<file path="config.mk">
export PLATFORM = sky130hd
export DESIGN_NAME = shift_register_univ
export DESIGN_NICKNAME = d
export VERILOG_FILES = /design/src/rtl/shift_register_univ_pkg.sv /design/src/rtl/shift_register_univ_step.sv /design/src/rtl/shift_register_univ.sv
export SDC_FILE = /design/constraint.sdc
export NUM_CORES = 1
export LEC_CHECK = 0
export BUFFER_PORTS_ARGS = -buffer_cell sky130_fd_sc_hd__buf_2
export CAP_MARGIN = 20
export CORE_AREA = 3 3 50 52
export CTS_CLUSTER_DIAMETER = 40
export DETAILED_ROUTE_END_ITERATION = 10
export DIE_AREA = 0 0 53 55
export PLACE_DENSITY = 0.78
export SYNTH_ARGS = -nofsm -noshare
export SYNTH_HDL_FRONTEND = slang
export SYNTH_SLANG_ARGS = --single-unit
</file>
<file path="constraint.sdc">
create_clock -name clk -period 1.1 [get_ports clk]
set_input_delay 0.11 -clock clk [delete_from_list [all_inputs] [get_ports clk]]
set_output_delay 0.11 -clock clk [all_outputs]
set_load 0.005 [all_outputs]
</file>
<file path="src/rtl/shift_register_univ_pkg.sv">
// Shared encodings for the universal shift register: shift modes, directions, FSM states.
package shift_pkg;

  localparam logic [1:0] MODE_LOGIC = 2'd0;
  localparam logic [1:0] MODE_ROT   = 2'd1;
  localparam logic [1:0] MODE_ARITH = 2'd2;

  localparam logic DIR_LEFT  = 1'b0;
  localparam logic DIR_RIGHT = 1'b1;

  typedef enum logic {
    ST_IDLE = 1'b0,
    ST_BUSY = 1'b1
  } state_t;

endpackage

</file>
<file path="src/rtl/shift_register_univ_step.sv">
// Combinational one-step shifter: logical, rotate or arithmetic, either direction.
// Zero latency; no flow control.
module shift_step
  import shift_pkg::*;
#(
  parameter int WIDTH = 8
) (
  input  logic [WIDTH-1:0] din,
  input  logic             dir,
  input  logic [1:0]       mode,
  input  logic             ser_in,
  output logic [WIDTH-1:0] dout,
  output logic             bit_out
);

  always_comb begin
    dout    = din;
    bit_out = 1'b0;
    if (dir == DIR_LEFT) begin
      bit_out = din[WIDTH-1];
      case (mode)
        MODE_ROT:   dout = {din[WIDTH-2:0], din[WIDTH-1]};
        MODE_ARITH: dout = {din[WIDTH-2:0], 1'b0};
        default:    dout = {din[WIDTH-2:0], ser_in};
      endcase
    end else begin
      bit_out = din[0];
      case (mode)
        MODE_ROT:   dout = {din[0], din[WIDTH-1:1]};
        MODE_ARITH: dout = {din[WIDTH-1], din[WIDTH-1:1]};
        default:    dout = {ser_in, din[WIDTH-1:1]};
      endcase
    end
  end

endmodule

</file>
<file path="src/rtl/shift_register_univ.sv">
// Universal shift register with parallel load, single-step shift and counted burst shift.
// Outputs registered, one-cycle latency; start/shift_en are ignored while busy, load aborts a burst.
module shift_register_univ
  import shift_pkg::*;
#(
  parameter int WIDTH = 8,
  parameter int CNT_W = $clog2(WIDTH) + 1
) (
  input  logic             clk,
  input  logic             reset,
  input  logic             load,
  input  logic             shift_en,
  input  logic             dir,
  input  logic [1:0]       mode,
  input  logic             ser_in,
  input  logic             start,
  input  logic [CNT_W-1:0] count,
  input  logic [WIDTH-1:0] in,
  output logic [WIDTH-1:0] out,
  output logic             ser_out,
  output logic             busy,
  output logic             done
);

  state_t           state_q, state_d;
  logic [CNT_W-1:0] rem_q, rem_d;
  logic [WIDTH-1:0] out_d;
  logic             ser_d;
  logic             done_d;

  logic [WIDTH-1:0] step_dat;
  logic             step_bit;

  // Single shifter serves both the idle single-step and the burst path.
  shift_step #(.WIDTH(WIDTH)) u_step (
    .din     (out),
    .dir     (dir),
    .mode    (mode),
    .ser_in  (ser_in),
    .dout    (step_dat),
    .bit_out (step_bit)
  );

  always_comb begin
    state_d = state_q;
    rem_d   = rem_q;
    out_d   = out;
    ser_d   = ser_out;
    done_d  = 1'b0;
    if (load) begin
      out_d   = in;
      state_d = ST_IDLE;
      rem_d   = '0;
    end else if (state_q == ST_IDLE && start) begin
      if (count != '0) begin
        state_d = ST_BUSY;
        rem_d   = count;
      end else begin
        done_d = 1'b1;
      end
    end else if (state_q == ST_BUSY) begin
      out_d = step_dat;
      ser_d = step_bit;
      rem_d = rem_q - 1'b1;
      if (rem_q == CNT_W'(1)) begin
        state_d = ST_IDLE;
        done_d  = 1'b1;
      end
    end else if (shift_en) begin
      out_d = step_dat;
      ser_d = step_bit;
    end
  end

  always_ff @(posedge clk) begin
    if (!reset) begin
      state_q <= ST_IDLE;
      rem_q   <= '0;
      out     <= '0;
      ser_out <= 1'b0;
      done    <= 1'b0;
    end else begin
      state_q <= state_d;
      rem_q   <= rem_d;
      out     <= out_d;
      ser_out <= ser_d;
      done    <= done_d;
    end
  end

  assign busy = (state_q == ST_BUSY);

endmodule
</file>
==> results.md <==
* Status: completed
* Share of layout cells above drive strength 1 at 0.388
* Int Pwr at 860 µW
* Via count at 888
* Setup crit end kind: flip-flop
* Worst Path Max Fanout at 3
* WP data arrival at 1270 ps
* Fin nets at 165
* Setup bufs post-CTS at 0
* Vias in the first global route at 790
* Yosys synthesis warning count at 0
* Cts hold-fix bufs at 0
* Cell Chain, Critical Path: inv_1, ha_1, xnor2_1, a211oi_1
* Simple-gate share of the synthesized area at 0.131
* TNS Setup at 0 ps
* DR iter-0 viols at 10
* Post-Synth Adder-Cell Area at 0.0557
* Tightest Hold Check Type: primary input to flip-flop
* DRT Wirelength at 2180 µm
* Largest net degree at the start of global routing at 14
* PD cells at 1060 nW/µm²
* Reg clk slew, reported paths at 100 ps
* Post-route non-filler standard cell count at 167
* DR vias/cell at 5.32
* DP Area at 1090 µm²
* Die area at 2920 µm²
* Gr usage total at 0.156
* Initial core utilization at 0.418
* Crit path kind: flip-flop to flip-flop
* GRT overflow at 0
* Mapped Cells at 104
* Cell taking the most area after synthesis: dfxtp_1
* Pleak at 0.508 nW
* H-tree levels at 1
* Die X at 53 µm
* Final Max Slew Viols at 0
* Syn_nets at 129
* Port Buffers at 31
* Num CTS Buffers at 3
* Max-cap viol count at 0
* Final period util at 0.979
* WP data required at 1290 ps
* Post-Synth XOR/XNOR Area at 0.0195
* Peak VDD IR at 0.779 mV
* DR DRC count at 0
* Fmax at 929 MHz
* Pre-Repair DR Iteration Count at 4
* DP HPWL at 1630 µm
* Tmin final at 1080 ps
* CTS tree: built
* Yosys top cell area share at 0.334
* Yosys reg bits at 15
* Switching share of power at 0.299
* Asr flop ratio synth at 0
* CP startpoint kind: flip-flop
* Final hold slack at 51.5 ps
* Logic pwr share at 0.237
* GP Congestion at 0.809
* Routed Antenna Nets at 0
* Cell Area, Synth at 898 µm²
* Clk_lat worst skew at 280 ps
* Seq/Total Area, Yosys at 0.334
* Std-Cell Rows at 17
* Actual slew at the worst max-slew pin at 395 ps
* Mux share of post-synthesis cell area at 0.0891
* Final Util at 0.537
* Clock Sinks at 15
* Cell variety after synth at 28
* Area growth from synthesis to layout at 28.4%
* Drt wl/cell at 13.0 µm
* Final setup fails at 0
* Main synth FF type: dfxtp_1
* Clk buf depth at 2
* Critical path buffer and inverter count at 1
* Core box area at 2150 µm²
* Placed Cells incl. Taps at 163
* Final setup skew at 3.32 ps
* Sequential power share at 0.504
* Delay-heaviest family, CP: flip-flops
* Psw at 367 µW
* Worst slew margin at 0.736
* Top cells by area, synth: dfxtp_1 33%, o21ai_0 11%, mux2i_1 8.9%
* CTS root buf: clkbuf_4
* Combinational family with the most area after synthesis: compound AO/OA/AOI/OAI gates
* Clock share of power at 0.259
* Mapped Avg Cell Area at 8.64 µm²
* Antenna violations before repair at 0
* Finished Cell Area at 1150 µm²
* Antenna cell count at 0
* Compound-cell area share of the yosys netlist at 0.286
* First-pass GRT wire length at 3370 µm
* Die Span Y at 55 µm
* IO Count at 32
* Slowest stage cell, crit path: dfxtp_2
* Post-synth EDFFs at 0
* Largest stage delay on the critical path at 360 ps
* Final Hold Viols at 0
* Post-cts sizing count at 2
==> cell type report <==
cell class	instances	area, µm²
inverter	8	30.0
clock buffer	3	22.5
sequential	15	304
clock inverter	1	5.00
tap	28	35.0
multi-input combinational	74	549
fill	207	995
timing repair buffer	38	208
==> placed cells by master (no fill, tap or decap), types with 4 or more instances in the layout <==
master     n
buf_2     31
o21ai_0   19
dfxtp_1   12
inv_1      8
mux2i_1    8
buf_4      7
nand3_1    6
nand2_1    5
a221oi_1   4
a211oi_1   4
a31oi_1    4
ha_1       4
==> state kept, by name, summed over array words and instances, names as in the netlist <==
| register | flops |
|---|---|
| done | 1 |
| rem_q | 4 |
| out | 8 |
| ser_out | 1 |
| busy | 1 |
==> synth_stat cells, drive strengths merged, types with 2 or more instances <==
| cell | count |
|---|---|
| a211oi | 5 |
| a21oi | 3 |
| a221oi | 4 |
| a31oi | 4 |
| buf | 4 |
| clkbuf | 3 |
| dfxtp | 15 |
| ha | 4 |
| inv | 8 |
| mux2i | 8 |
| nand2 | 5 |
| nand3 | 6 |
| nor2 | 2 |
| o2111ai | 2 |
| o21ai | 20 |
| xnor2 | 2 |
==> power by group through the flow <==
stage,registers [mW],clock network [mW],logic (mW)
after global placement,0.626,0,0.274
after floorplan,0.624,0,0.173
after CTS,0.615,0.330,0.285
after global routing,0.624,0.353,0.327
after detailed placement,0.627,0,0.280
final,0.619,0.317,0.291
==> cells by family after synthesis <==
family	count (synthesis)
AO/OA/AOI/OAI	40
AND/OR/NAND/NOR	20
buffers and inverters	15
flip-flops	15
multiplexers	8
adder cells (fa/ha/maj)	4
XOR/XNOR	2
==> metrics by stage <==
stage | setup slack, ps | total power, mW
2_1_floorplan | 30.3 | 0.797
3_3_place_gp | 16.6 | 0.899
3_5_place_dp | -29.6 | 0.907
4_1_cts | -3.37 | 1.23
5_1_grt | -40.9 | 1.30
6_report | 23.1 | 1.23
==> worst paths after layout <==
check	startpoint	endpoint	slack (ps)	cells after the start
min	in[1]	out[1]	50	3
max	rem_q[1]	rem_q[2]	20	4
min reg2reg	ser_out	ser_out	530	2
max reg2reg	rem_q[1]	rem_q[2]	20	4
==> layer usage <==
metal  vias to the layer above  part of all wire  GRT usage
met3                         2             0.054     0.0241
met2                        23              0.51      0.289
met4                         0            0.0060     0.0511
li1                        453                 -          -
met1                       410              0.43      0.184
met5                         -                 0          0
==> worst min-delay path, stage by stage <==
cell,delay (ps)
buf_2,70
nand3_1,60
o21ai_0,60
Note: power is estimated with default switching activity, not from simulation.
